File: config.mk
export PLATFORM = sky130hd
export DESIGN_NAME = mmio_gpio_bank
export DESIGN_NICKNAME = d
export VERILOG_FILES = /design/src/rtl/mmio_gpio_bank.sv
export SDC_FILE = /design/constraint.sdc
export NUM_CORES = 1
export LEC_CHECK = 0
export ABC_CLOCK_PERIOD_IN_PS = 6100
export BUFFER_PORTS_ARGS = -buffer_cell sky130_fd_sc_hd__buf_4
export CORE_UTILIZATION = 35
export DETAILED_ROUTE_END_ITERATION = 10
export GPL_ROUTABILITY_DRIVEN = 0
export PLACE_DENSITY = 0.52
export SETUP_SLACK_MARGIN = 0.3
export SYNTH_ARGS = -nofsm -noshare
export SYNTH_HDL_FRONTEND = slang
export SYNTH_SLANG_ARGS = --single-unit
File: constraint.sdc
create_clock -name clk -period 6.1 [get_ports clk]
set_input_delay 0.61 -clock clk [delete_from_list [all_inputs] [get_ports clk]]
set_output_delay 0.61 -clock clk [all_outputs]
set_load 0.03 [all_outputs]
File: src/rtl/mmio_gpio_bank.sv
// Memory-mapped WIDTH-bit output bank with set/clear/toggle aliases and a
// free-running blink engine that XORs a mask into the outputs every blink_div+1 cycles.
module mmio_gpio_bank #(
    parameter logic [31:0]       BASE_ADDR = 32'h1000_0000,
    parameter int unsigned       WIDTH     = 8,
    parameter logic [WIDTH-1:0]  RESET_VAL = '0
) (
    input  logic             clk,
    input  logic             rst_n,
    input  logic             valid,
    input  logic [31:0]      addr,
    input  logic [31:0]      wdata,
    input  logic [3:0]       wstrb,
    output logic [31:0]      rdata,
    output logic             ready,
    output logic [WIDTH-1:0] gpio_out
);

    typedef enum logic [2:0] {
        OFF_OUT   = 3'd0,
        OFF_SET   = 3'd1,
        OFF_CLR   = 3'd2,
        OFF_TOG   = 3'd3,
        OFF_MASK  = 3'd4,
        OFF_DIV   = 3'd5,
        OFF_INFO  = 3'd6,
        OFF_RSVD  = 3'd7
    } reg_off_e;

    reg_off_e         offset;
    logic             hit;
    logic             accept;
    logic             write_en;
    logic             div_write;
    logic             tick;
    logic [31:0]      byte_mask;
    logic [WIDTH-1:0] wmask;
    logic [WIDTH-1:0] wbits;
    logic [WIDTH-1:0] out_reg;
    logic [WIDTH-1:0] blink_mask;
    logic [WIDTH-1:0] blinked;
    logic [WIDTH-1:0] out_next;
    logic [WIDTH-1:0] mask_next;
    logic [31:0]      blink_div;
    logic [31:0]      blink_cnt;
    logic [31:0]      div_next;
    logic [31:0]      read_val;
    logic             unused_addr_bits;

    assign unused_addr_bits = ^addr[1:0];

    assign hit       = (addr[31:5] == BASE_ADDR[31:5]);
    assign accept    = valid && hit && !ready;
    assign offset    = reg_off_e'(addr[4:2]);
    assign write_en  = accept && (wstrb != 4'b0000);
    assign div_write = write_en && (offset == OFF_DIV);

    always_comb begin
        byte_mask = '0;
        for (int unsigned i = 0; i < 4; i++) begin
            byte_mask[8*i +: 8] = {8{wstrb[i]}};
        end
    end

    assign wmask = byte_mask[WIDTH-1:0];
    assign wbits = wdata[WIDTH-1:0] & wmask;

    // A BLINK_DIV write restarts the period, so it suppresses the tick in its own cycle.
    assign tick    = (blink_div != '0) && (blink_cnt == blink_div) && !div_write;
    assign blinked = tick ? (out_reg ^ blink_mask) : out_reg;

    // CPU writes are layered on top of the blink result so unwritten bits still blink.
    always_comb begin
        out_next  = blinked;
        mask_next = blink_mask;
        div_next  = blink_div;
        if (write_en) begin
            case (offset)
                OFF_OUT:  out_next  = (blinked & ~wmask) | wbits;
                OFF_SET:  out_next  = blinked | wbits;
                OFF_CLR:  out_next  = blinked & ~wbits;
                OFF_TOG:  out_next  = blinked ^ wbits;
                OFF_MASK: mask_next = (blink_mask & ~wmask) | wbits;
                OFF_DIV:  div_next  = (blink_div & ~byte_mask) | (wdata & byte_mask);
                default:  ;
            endcase
        end
    end

    always_comb begin
        read_val = '0;
        case (offset)
            OFF_OUT:  read_val[WIDTH-1:0] = out_reg;
            OFF_MASK: read_val[WIDTH-1:0] = blink_mask;
            OFF_DIV:  read_val            = blink_div;
            OFF_INFO: read_val[5:0]       = 6'(WIDTH);
            default:  ;
        endcase
    end

    always_ff @(posedge clk) begin
        if (!rst_n) begin
            out_reg    <= RESET_VAL;
            blink_mask <= '0;
            blink_div  <= '0;
            blink_cnt  <= '0;
            ready      <= 1'b0;
            rdata      <= '0;
        end else begin
            out_reg    <= out_next;
            blink_mask <= mask_next;
            blink_div  <= div_next;
            if (div_write || (blink_div == '0) || tick) begin
                blink_cnt <= '0;
            end else begin
                blink_cnt <= blink_cnt + 32'd1;
            end
            ready <= accept;
            rdata <= accept ? read_val : '0;
        end
    end

    assign gpio_out = out_reg;

endmodule

; Yosys cells after proc, flatten, opt, wreduce, memory -nomap -nowiden
; Index checks and enable logic that the tools add are counted.
[totals]
register_bits = 113
in_bits = 71
out_inout_bits = 41
word_cells = 56
[classes]
n_addsub = 1
eq_ne = 8
n_mux = 5
bitwise = 16
n_reduce_logical = 19
[op_table]
columns = operator, count
row1 = 32-bit bitwise AND, 2
row2 = 32-bit by 1-bit adder with 32-bit output (second input constant), 1
row3 = 8-bit bitwise AND, 4
row4 = 32-bit equality test, 1
row5 = 32-bit logical NOT, 1
row6 = 32-bit inverter, 1
row7 = 32-bit OR, 1
row8 = 8-bit case mux with 4 select lines, 1
row9 = 32-bit nonzero test, 1
row10 = 27-bit by 24-bit equality test with 1-bit output (second input constant), 1
row11 = 8-bit OR, 3
row12 = 6-bit case mux with 4 select lines, 1
row13 = 8-bit two-way mux, 2
row14 = 8-bit inverter, 2
row15 = 8-bit bitwise XOR, 2
row16 = 3-bit equality test (second input constant), 3
row17 = 3-bit by 2-bit equality test with 1-bit output (second input constant), 2
row18 = 1-bit logical AND, 6
row19 = 2-bit case mux with 3 select lines, 1
row20 = 2-bit AND reduction, 3
row21 = 4-bit nonzero test, 1
row22 = 3-bit by 1-bit equality test with 1-bit output (second input constant), 1
row23 = 3-bit logical NOT, 1
row24 = 3-bit AND reduction, 1
row25 = other kinds (4), 6

; Longest topological paths before layout
; Gate-level depths: netlist of run 1.
[logic_depth]
word_depth = 12
ltp_mapped = 14
mapped_depth_nobuf = 12

; Worst setup path before layout of run 1
; Ideal clock, no wire load.
[synth_path]
path_kind = input-to-reg
start = in addr[4]
end = reg out_reg[6], in the netlist gpio_out[6]
arrival_time_ns = 2.647
slack_ns = 3.326
path_stages = 14
cell_sequence = and2_0 -> clkbuf_1 -> nor2b_1 -> buf_2 -> a31oi_4 -> buf_2 -> nand3_1 -> xnor2_1 -> ha_1 -> nor2_1 -> a221oi_1 -> nor2_1 -> a31oi_1 -> nand3_1
[synth_via]
elab_chain_len = 9
[synth_rtl]
columns = element, line_no
row1 = start: declaration, 11  ; input logic [31:0] addr,
row2 = 3-bit equality test, 56  ; assign div_write = write_en && (offset == OFF_DIV);
row3 = 1-bit logical AND, 56
row4 = 1-bit logical NOT, 69  ; assign tick = (blink_div != '0) && (blink_cnt == blink_div) && !div_write;
row5 = 1-bit logical AND, 69
row6 = 8-bit two-way mux, 70  ; assign blinked = tick ? (out_reg ^ blink_mask) : out_reg;
row7 = 8-bit bitwise AND, 79  ; OFF_OUT: out_next = (blinked & ~wmask) | wbits;
row8 = 8-bit OR, 79
row9 = 8-bit case mux with 4 select lines, 78  ; case (offset)
row10 = 8-bit two-way mux *, 77  ; if (write_en) begin
row11 = end signal: assignment, 110  ; out_reg <= out_next;
row12 = end: declaration, 39  ; logic [WIDTH-1:0] out_reg;
; Mark *: on every way between the ends. The rest lies on a longest branch, timed or not.
; A chain may end at the register's enable or synchronous reset.

; Worst setup path after layout of run 1
[layout_path]
start = reg blink_cnt[16]
end = reg out_reg[2], in the netlist gpio_out[2]
[layout_via]
elab_chain_len = 8
[layout_rtl]
columns = element, line_no
row1 = start: declaration, 45  ; logic [31:0] blink_cnt;
row2 = start signal: assignment, 116  ; blink_cnt <= blink_cnt + 32'd1;
row3 = 32-bit equality test *, 69
row4 = 1-bit logical AND * (2 in a row), 69
row5 = 8-bit two-way mux *, 70
row6 = 8-bit bitwise AND, 79
row7 = 8-bit OR, 79
row8 = 8-bit case mux with 4 select lines, 78
row9 = 8-bit two-way mux *, 77
; Marks and branches as above.

==> flow_summary.toml, run 1 <==
[outcome]
run_status = "finished with violations"
violated_checks = "DRC"

[cells_and_area]
fraction_of_layout_instances_using_a_drive_strength_above_1_pct = 22.6
antenna-diode-count = 0
area_occupied_by_multi_input_gates_um2 = 2860
num-nets-final = 774
final_core_utilization_pct = 46.6
mostFrequentLayoutCell = "nor2_1"
layout.filler_cells = 1408
finished_layout_cell_area_um2 = 6830
register_area_um2 = 2260
area.growth.synth_to_final_pct = 28.6
layout.cells.most_common_list = "nor2_1, dfxtp_1, buf_4"

[detailed_routing]
post_drt_via_cell_ratio = 5.15
detail_route.wl_per_cell_um = 16.1
wl_met2_um = 6220
route.met3.wl_um = 773
first_iter_violations = 301
route.antenna.remaining_nets = 0
vias = 4586
top_signal_layer_used = "met4"
postRouteWirelength_um = 14300
drt_first_pass_iters = 8
met1Wirelength_um = 7060
drt_drc_violations_left = 26

[yosys]
count_of_unique_library_cells_instantiated_by_yosys = 44
synthesis.area_per_instance_um2 = 8.99
synth_sequential_area_ratio_pct = 42.6
ys.warnings.count = 0
syn_nets = 671
synth_top_area_cell = "dfxtp_1"
syn-cell-area_um2 = 5310
netlist.area_leader.share_pct = 42.6
synth.top_cells.by_area = "dfxtp_1, nor2_1, mux2i_1"
syn_inst_count = 591
yosys_register_bits = 113

[timing]
timing.final.ws_setup_ns = 2.88
timing.final.crit_period_ns = 3.22
finalMaxSlewViolations = 0
finalSetupViolations = 0
worst-slew-pin-transition_ns = 1.20
fmax_mhz = 311
finalCritPeriodShare_pct = 52.8
grt_setup_unrepaired = "no"
clock-skew-final_ns = 0.00666
slew-limit-headroom_pct = 19.8
finalSetupTns_ns = 0
final-hold-violation-count = 0

[placed_design]
dp.final_hpwl_um = 10600
buffer_ports.inserted = 109
detailedPlace.worstSlack_ns = 2.68
placedInstanceArea_um2 = 6250

[clock_tree]
clock-sinks = 113
htree_levels = 4
cts_setup_buffers = 0
cts_repair_resize_count = 0
cts_made_buffers = 17
clk_tree_root_cell = "clkbuf_16"
clk_latency_ns = 0.42
clock_transition_at_the_register_clock_pins_on_the_worst_setup_and_hold_paths_after_cts_ns = 0.06
cts.path.max_buffers = 2
cts_tree = "done"
cts.hold.buffers_added = 0

[setup_path]
cp_cell_sequence = "xnor2_1 > nand4_1 > nor4_1 > and4_1 > nand3_1 > xnor2_1 > ha_1 > nor2_1 > a221oi_1 > nor2_1 > a31oi_1 > nand3_1"
max_stage_delay_ns = 0.74
worst_setup_path_start_kind = "flip-flop"
cp-end-kind = "flip-flop"
cell_with_the_biggest_individual_delay_on_the_critical_path = "and4_1"
cp.arrival_ns = 3.52
worst_ep_required_time_ns = 6.40
critPathKind = "flip-flop to flip-flop"
critical_path.max_fanout = 16

[floorplan]
rows = 44
die-height_um = 125
die_area_um2 = 15700
fp.coreArea_um2 = 14600
initial_utilization_pct = 36.3
top_level_ports = 112
dieWidth_um = 125

[global_routing]
grt_pass1_wl_um = 23000
antenna_found_initial = 0
grt.overflow.total = 0
global_route.usage.total_pct = 18.8
number_of_global_route_vias_before_repair = 4401
grt_start_max_net_pins = 33

[power_and_ir_drop]
worst_vdd_rail_ir_drop_mv = 0.172
power.density_cell_area_nw_per_um2 = 261
finalPower_mw = 1.78
static-leakage-power_nw = 2.86

[run]
cap_violations = 0

[min_path]
holdCritPathClass = "primary input to flip-flop"
## path summary, 6_finish.rpt
path | startpoint | end | slack, ns | depth (start not counted)
hold reg to reg | blink_cnt[0]$_SDFF_PP0_ | blink_cnt[0]$_SDFF_PP0_ | 0.48 | 1
hold / removal | wdata[20] | flip-flop | 0.43 | 3
setup reg to reg | blink_cnt[16]$_SDFF_PP0_ | gpio_out[2]$_SDFF_PN0_ | 2.88 | 12
setup / recovery | blink_cnt[16]$_SDFF_PP0_ | gpio_out[2]$_SDFF_PN0_ | 2.88 | 12
## report_power, final
part / internal, mW / total (mW) / switching (mW)
combinational: 0.0361 / 0.0703 / 0.0342
sequential: 0.738 / 0.738 / 0.00000000130
clock: 0.605 / 0.976 / 0.371
total: 1.38 / 1.78 / 0.405
## synthesized netlist by cell type
cell type	number
xnor2_1	52
o21ai_1	1
a21oi_2	1
clkbuf_1	14
buf_1	1
and3_1	32
nand3_2	3
or4_1	1
nand2b_1	1
a31oi_4	1
nor3_2	3
inv_1	14
buf_2	7
and2_0	2
nand3_1	26
and2_1	1
a21oi_1	8
a31o_2	1
a22oi_1	1
or4_4	1
dfxtp_1	113
nor4_2	4
nand4_2	1
nor4_1	13
ha_1	9
nand4_1	24
nand3b_1	1
mux2i_1	47
nand2_1	18
a221oi_1	8
nor2_4	1
buf_4	6
nor3b_1	2
nor3_1	1
nor4b_2	1
a31oi_1	8
nor2b_1	2
and4_1	3
clkinv_1	1
and4b_1	1
o21ai_0	2
o211ai_1	8
nor2_1	128
xor2_1	18
## final cells by class
class                   instances  area share (%)
multi-input cells             435            41.8
flip-flops and latches        113            33.1
repair buffers                112            12.3
clock buffers                  18            6.28
well taps                     184            3.37
clock inverters                14            2.25
inverters                      15           0.824
## per-layer routing
layer,vias to the layer above,track usage [%]
li1,2266,-
met1,2174,25.2
met2,124,28.6
met3,22,4.88
met4,0,7.96
met5,-,0
## through the flow
| step | hold WS (ns) | cells |
|---|---|---|
| 2_1_floorplan | 0.439 | 591 |
| 3_3_place_gp | 0.463 | 859 |
| 3_5_place_dp | 0.468 | 859 |
| 4_1_cts | 0.410 | 891 |
| 5_1_grt | 0.420 | 891 |
| 6_report | 0.429 | 891 |
## cell families after synthesis
kind of cell	count (synthesis)	share of synthesized area [%]
AND/OR/NAND/NOR	270	26.0
flip-flops	113	42.6
XOR/XNOR	70	11.5
multiplexers	47	8.86
buffers and inverters	43	3.63
AO/OA/AOI/OAI	39	5.30
adder cells (fa/ha/maj)	9	2.12
## worst max-delay path: cells and delay by family (launching register included)
| family | cells | cell delay, ns |
|---|---|---|
| AO/OA/AOI/OAI | 2 | 0.42 |
| XOR/XNOR | 2 | 0.32 |
| adder cells (fa/ha/maj) | 1 | 0.28 |
| flip-flops | 1 | 0.45 |
| AND/OR/NAND/NOR | 7 | 1.63 |
No activity file was read; power rests on OpenSTA's default activity.
==> inputs of run 2 (changes only) <==
--- a/config.mk
+++ b/config.mk
@@ -5,12 +5,12 @@
 export SDC_FILE = /design/constraint.sdc
 export NUM_CORES = 1
 export LEC_CHECK = 0
-export ABC_CLOCK_PERIOD_IN_PS = 6100
+export ABC_CLOCK_PERIOD_IN_PS = 2940
 export BUFFER_PORTS_ARGS = -buffer_cell sky130_fd_sc_hd__buf_4
 export CORE_UTILIZATION = 35
 export DETAILED_ROUTE_END_ITERATION = 10
 export GPL_ROUTABILITY_DRIVEN = 0
-export PLACE_DENSITY = 0.52
+export PLACE_DENSITY = 0.54
 export SETUP_SLACK_MARGIN = 0.3
 export SYNTH_ARGS = -nofsm -noshare
 export SYNTH_HDL_FRONTEND = slang
==> constraint.sdc (replaced) <==
create_clock -name clk -period 2.94 [get_ports clk]
set_input_delay 0.294 -clock clk [delete_from_list [all_inputs] [get_ports clk]]
set_output_delay 0.294 -clock clk [all_outputs]
set_load 0.03 [all_outputs]
==> run 2 against run 1 <==
The flow still finishes with violations (DRC). Maximum frequency up 15%. Largest cell class unchanged. Final cell count up 2.4%. Largest power group unchanged. Worst hold slack worse by 0.32 ns. Highest routed layer unchanged. First-iteration DRC count up 2.0%. Global-route usage up 0.58 points. Sequential power up 110%. Critical endpoint is now gpio_out[6]$_SDFF_PN0_.
==> flow_summary.toml, run 2 (synthesis gave the netlist of run 1 again) <==
[detailed_routing]
post_drt_via_cell_ratio = 5.10
met1Wirelength_um = 6920
detail_route.wl_per_cell_um = 16.1
route.met3.wl_um = 964
drt_first_pass_iters = 7
top_signal_layer_used = "met4"
first_iter_violations = 307
postRouteWirelength_um = 14600
route.antenna.remaining_nets = 0
wl_met2_um = 6600
drt_drc_violations_left = 32
vias = 4650

[outcome]
violated_checks = "DRC"
run_status = "finished with violations"

[placed_design]
dp.final_hpwl_um = 10500
placedInstanceArea_um2 = 6330
detailedPlace.worstSlack_ns = 0.0356
buffer_ports.inserted = 109

[global_routing]
antenna_found_initial = 0
grt.overflow.total = 0
grt_pass1_wl_um = 23800
number_of_global_route_vias_before_repair = 4523
global_route.usage.total_pct = 19.4
grt_start_max_net_pins = 41

[timing]
finalSetupViolations = 0
finalSetupTns_ns = 0
finalMaxSlewViolations = 0
worst_hold_slack_ns = 0.109
grt_setup_unrepaired = "yes"
finalCritPeriodShare_pct = 95.5
timing.final.crit_period_ns = 2.81
worst-slew-pin-transition_ns = 1.03
slew-limit-headroom_pct = 31.3
clock-skew-final_ns = 0.00751
timing.final.ws_setup_ns = 0.133
fmax_mhz = 356
final-hold-violation-count = 0

[clock_tree]
cts_made_buffers = 17
cts_tree = "done"
clk_tree_root_cell = "clkbuf_16"
clock_transition_at_the_register_clock_pins_on_the_worst_setup_and_hold_paths_after_cts_ns = 0.05
htree_levels = 4
cts.path.max_buffers = 2
cts.hold.buffers_added = 0
clk_latency_ns = 0.42
clock-sinks = 113

[min_path]
min_path_cells = 3
hold_path.startpoint = "wdata[12]"
holdCritPathClass = "primary input to flip-flop"

[cells_and_area]
finished_layout_cell_area_um2 = 7250
layout.cells.most_common_list = "buf_4, nor2_1, dfxtp_1"
mostFrequentLayoutCell = "buf_4"
area.growth.synth_to_final_pct = 36.5
antenna-diode-count = 0
num-nets-final = 797
final_core_utilization_pct = 49.5
fraction_of_layout_instances_using_a_drive_strength_above_1_pct = 31.2

[setup_path]
worst_setup_path_start_kind = "flip-flop"
max_stage_delay_ns = 0.35
critical_path.max_fanout = 6
cp_cell_sequence = "xnor2_2 > nand4_1 > nor4_2 > and4_4 > buf_12 > nand3_4 > xnor2_2 > ha_1 > nor2_1 > a221oi_2 > nor2_1 > a31oi_1 > nand3_1"
launching_point_of_the_worst_reg2reg_path = "blink_cnt[23]$_SDFF_PP0_"
critPathKind = "flip-flop to flip-flop"
cp-end-kind = "flip-flop"
regToRegSetupSlack_ns = 0.13
cp.arrival_ns = 3.10
r2r_cells = 13
cell_with_the_biggest_individual_delay_on_the_critical_path = "dfxtp_2"
worst_r2r_endpoint = "gpio_out[6]$_SDFF_PN0_"
worst_ep_required_time_ns = 3.24

[floorplan]
initial_utilization_pct = 36.3
die_area_um2 = 15700
rows = 44
die-height_um = 125
fp.coreArea_um2 = 14600
dieWidth_um = 125
top_level_ports = 112

[power_and_ir_drop]
power.density_cell_area_nw_per_um2 = 514
worst_vdd_rail_ir_drop_mv = 0.415
static-leakage-power_nw = 3.05

[run]
cap_violations = 0
run 2: cell count changes in the layout (fill, tap and decap cells not counted), moves of 4 or more:
| cell | delta |
|---|---|
| buf_4 | +21 |
| dfxtp_1 | -20 |
| dfxtp_2 | +15 |
| xnor2_1 | -10 |
| xnor2_2 | +10 |
| a221oi_1 | -7 |
| a221oi_2 | +7 |
| dfxtp_4 | +5 |
| inv_6 | -5 |
| nand3_1 | -5 |
| nor4_1 | -4 |
| nor4_2 | +4 |
run 2: metrics by stage:
| stage | std cells | total power, mW |
|---|---|---|
| after floorplan | 591 | 1.62 |
| after global placement | 869 | 1.71 |
| after detailed placement | 869 | 1.71 |
| after CTS | 903 | 3.76 |
| after global routing | 912 | 3.84 |
| final | 912 | 3.73 |
run 2: worst max-delay path by stage:
| stage | start | end | slack, ns | depth (start not counted) |
|---|---|---|---|---|
| 3_3_place_gp | wstrb[0] | gpio_out[6]$_SDFF_PN0_ | 0.11 | 11 |
| 5_1_grt | flip-flop | gpio_out[2]$_SDFF_PN0_ | 0.04 | 14 |
| 6_report | blink_cnt[23]$_SDFF_PP0_ | gpio_out[6]$_SDFF_PN0_ | 0.13 | 13 |
| 3_5_place_dp | blink_cnt[28]$_SDFF_PP0_ | gpio_out[6]$_SDFF_PN0_ | 0.04 | 13 |
| 4_1_cts | blink_cnt[4]$_SDFF_PP0_ | gpio_out[5]$_SDFF_PN0_ | 0.27 | 13 |
| 2_1_floorplan | blink_cnt[16]$_SDFF_PP0_ | gpio_out[6]$_SDFF_PN0_ | 0.39 | 14 |
run 2: power breakdown:
group          switching (mW)  internal [mW]  total (mW)  leakage, nW
sequential      0.00000000288           1.53        1.53        0.921
clock                   0.704           1.34        2.05        0.275
combinational          0.0736         0.0789       0.153         1.85
run 2: critical path, delay by kind of cell, from the launching register on:
kind                     cells  cell delay (ns)
adder cells (fa/ha/maj)      1             0.29
buffers and inverters        1             0.12
XOR/XNOR                     2             0.35
AND/OR/NAND/NOR              7             1.11
flip-flops                   1             0.35
AO/OA/AOI/OAI                2             0.46
run 2: layout make-up:
cell class / count / area, um2
clock buffers: 21 / 450
clock inverters: 9 / 135
fillers: 1388 / 7390
inverters: 15 / 56.3
multi-input cells: 435 / 3050
flip-flops and latches: 113 / 2300
well taps: 184 / 230
repair buffers: 135 / 1030
run 2: routing by layer:
layer	vias up	global-route usage (%)
met4	0	5.74
met3	13	5.69
met5	-	0
met2	150	30.5
li1	2310	-
met1	2177	25.7
run 2: repair_timing:
| item | 4_1_cts | 5_1_grt |
|---|---|---|
| setup endpoints to repair | 8 | 8 |
| buffers inserted | 4 | 9 |
| pin swaps | 6 | 30 |
| gates resized for setup | 23 | 36 |
==> inputs of run 3 (changes only) <==
--- a/config.mk
+++ b/config.mk
@@ -11,6 +11,7 @@
 export DETAILED_ROUTE_END_ITERATION = 10
 export GPL_ROUTABILITY_DRIVEN = 0
 export PLACE_DENSITY = 0.54
+export RECOVER_POWER = 50
 export SETUP_SLACK_MARGIN = 0.3
 export SYNTH_ARGS = -nofsm -noshare
 export SYNTH_HDL_FRONTEND = slang
==> run 3 against run 2 <==
Non-clock buffer count unchanged. Via count shrank 0.60%. First-iteration DRC count decreased by 15%. Largest power group unchanged. Critical path type unchanged. Die area did not move. Clock-buffer cell count stayed put. Critical endpoint unchanged. Clock power hardly changed. Sequential share of layout area grew 0.78 points. Worst hold slack lost 0.0016 ns. Combinational power hardly changed. Cell area down 2.4%. The flow still finishes with violations (DRC).
==> flow_summary.toml, run 3 (synthesis gave the netlist of run 1 again) <==
[clock_tree]
clock-sinks = 113
htree_levels = 4
cts.hold.buffers_added = 0
cts_made_buffers = 17
cts.path.max_buffers = 2
clock_transition_at_the_register_clock_pins_on_the_worst_setup_and_hold_paths_after_cts_ns = 0.05
cts_tree = "done"
clk_tree_root_cell = "clkbuf_16"
clk_latency_ns = 0.42

[floorplan]
top_level_ports = 112
fp.coreArea_um2 = 14600
die-height_um = 125
rows = 44
initial_utilization_pct = 36.3
die_area_um2 = 15700
dieWidth_um = 125

[cells_and_area]
layout.filler_cells = 1433
mostFrequentLayoutCell = "nor2_1"
num-nets-final = 797
layout.cells.most_common_list = "nor2_1, dfxtp_1, buf_4"
area_occupied_by_multi_input_gates_um2 = 3030
antenna-diode-count = 0
area.growth.synth_to_final_pct = 33.2
fraction_of_layout_instances_using_a_drive_strength_above_1_pct = 25.0
register_area_um2 = 2300

[timing]
grt_setup_unrepaired = "yes"
finalSetupViolations = 0
timing.final.crit_period_ns = 2.79
final-hold-violation-count = 0
worst_hold_slack_ns = 0.107
finalCritPeriodShare_pct = 94.8
worst-slew-pin-transition_ns = 1.02
finalMaxSlewViolations = 0
clock-skew-final_ns = 0.00764
finalSetupTns_ns = 0
fmax_mhz = 359
slew-limit-headroom_pct = 31.8

[run]
cap_violations = 0

[placed_design]
buffer_ports.inserted = 109
dp.final_hpwl_um = 10500

[setup_path]
worst_setup_path_start_kind = "flip-flop"
worst_ep_required_time_ns = 3.24
max_stage_delay_ns = 0.35
cp.arrival_ns = 3.09
cell_with_the_biggest_individual_delay_on_the_critical_path = "dfxtp_2"
cp-startpoint = "blink_cnt[23]$_SDFF_PP0_"
cp-end-kind = "flip-flop"
critical_path.max_fanout = 6
launching_point_of_the_worst_reg2reg_path = "blink_cnt[23]$_SDFF_PP0_"
r2r_cells = 13
cp_cell_sequence = "xnor2_2 > nand4_1 > nor4_2 > and4_4 > buf_12 > nand3_4 > xnor2_2 > ha_1 > nor2_1 > a221oi_2 > nor2_1 > a31oi_1 > nand3_1"
critPathKind = "flip-flop to flip-flop"

[min_path]
holdCritPathClass = "primary input to flip-flop"
hold_path.startpoint = "wdata[16]"
min_path_cells = 3

[power_and_ir_drop]
proportion_of_power_drawn_by_flip_flops_and_latches_pct = 41.0
intPower_mw = 2.95
power.switching_uw = 778
comb_power_share_pct = 4.1
finalPower_mw = 3.73
swShare_pct = 20.9
worst_vdd_rail_ir_drop_mv = 0.417
static-leakage-power_nw = 2.86
p_clk_share_pct = 54.9
power.density_cell_area_nw_per_um2 = 527

[outcome]
run_status = "finished with violations"
violated_checks = "DRC"

[detailed_routing]
route.antenna.remaining_nets = 0
postRouteWirelength_um = 14600
first_iter_violations = 262
drt_first_pass_iters = 8
drt_drc_violations_left = 32
detail_route.wl_per_cell_um = 16.1
post_drt_via_cell_ratio = 5.07
vias = 4622

[global_routing]
number_of_global_route_vias_before_repair = 4523
grt_start_max_net_pins = 41
global_route.usage.total_pct = 19.4
antenna_found_initial = 0
grt_pass1_wl_um = 23800
grt.overflow.total = 0
run 3: cell count changes in the layout (fill, tap and decap cells not counted), sizes merged:
cell / before / now
buf: 135 / 92
clkbuf: 21 / 64
run 3: layout make-up:
type                       count  area share, %
multi-input combinational    435           42.9
sequential                   113           32.5
timing repair buffer         135           12.3
clock buffer                  21           6.36
tap                          184           3.25
clock inverter                 9           1.91
inverter                      15          0.796
run 3: metrics by stage:
stage	setup slack, ns	cell area [um2]	cells	utilization, %
detailed placement	0.0356	6330	869	43.3
CTS	0.267	7020	903	47.9
global placement	0.112	6330	869	43.3
floorplan	0.392	5310	591	-
global route	0.0379	7080	912	48.3
finish	0.152	7080	912	48.3
run 3: repair_timing:
item,4_1_cts,5_1_grt
resized for setup,23,36
pin swaps,6,30
setup endpoints to repair,8,8
setup buffers,4,9
cloned,0,0
run 3: path summary, 6_finish.rpt:
| kind | slack (ns) | end |
|---|---|---|
| setup / recovery | 0.15 | gpio_out[6]$_SDFF_PN0_ |
| setup reg to reg | 0.15 | gpio_out[6]$_SDFF_PN0_ |
| hold / removal | 0.11 | flip-flop |
| hold reg to reg | 0.48 | blink_cnt[0]$_SDFF_PP0_ |
run 3: power by group through the flow:
stage                     Sequential (mW)  Clock [mW]  Combinational (mW)
after floorplan                      1.56           0              0.0511
after global placement               1.56           0               0.145
after detailed placement             1.56           0               0.147
after CTS                            1.53        2.08               0.149
after global routing                 1.53        2.15               0.166
final                                1.53        2.05               0.152
run 3: layer usage:
| layer | part of all wire (%) | up-vias | global-route usage (%) |
|---|---|---|---|
| met1 | 47 | 2157 | 25.7 |
| met5 | 0 | - | 0 |
| met3 | 6.5 | 11 | 5.69 |
| met2 | 45 | 143 | 30.5 |
| li1 | - | 2311 | - |
| met4 | 1.1 | 0 | 5.74 |
run 3: critical path: cells and delay by family (launching register included):
kind / cells / cell delay (ns)
xor gates and xnor gates: 2 / 0.35
DFF: 1 / 0.35
AOI/OAI and AO/OA: 2 / 0.45
and+or+nand+nor: 7 / 1.11
buffers and inverters: 1 / 0.12
adders and majority gates: 1 / 0.29
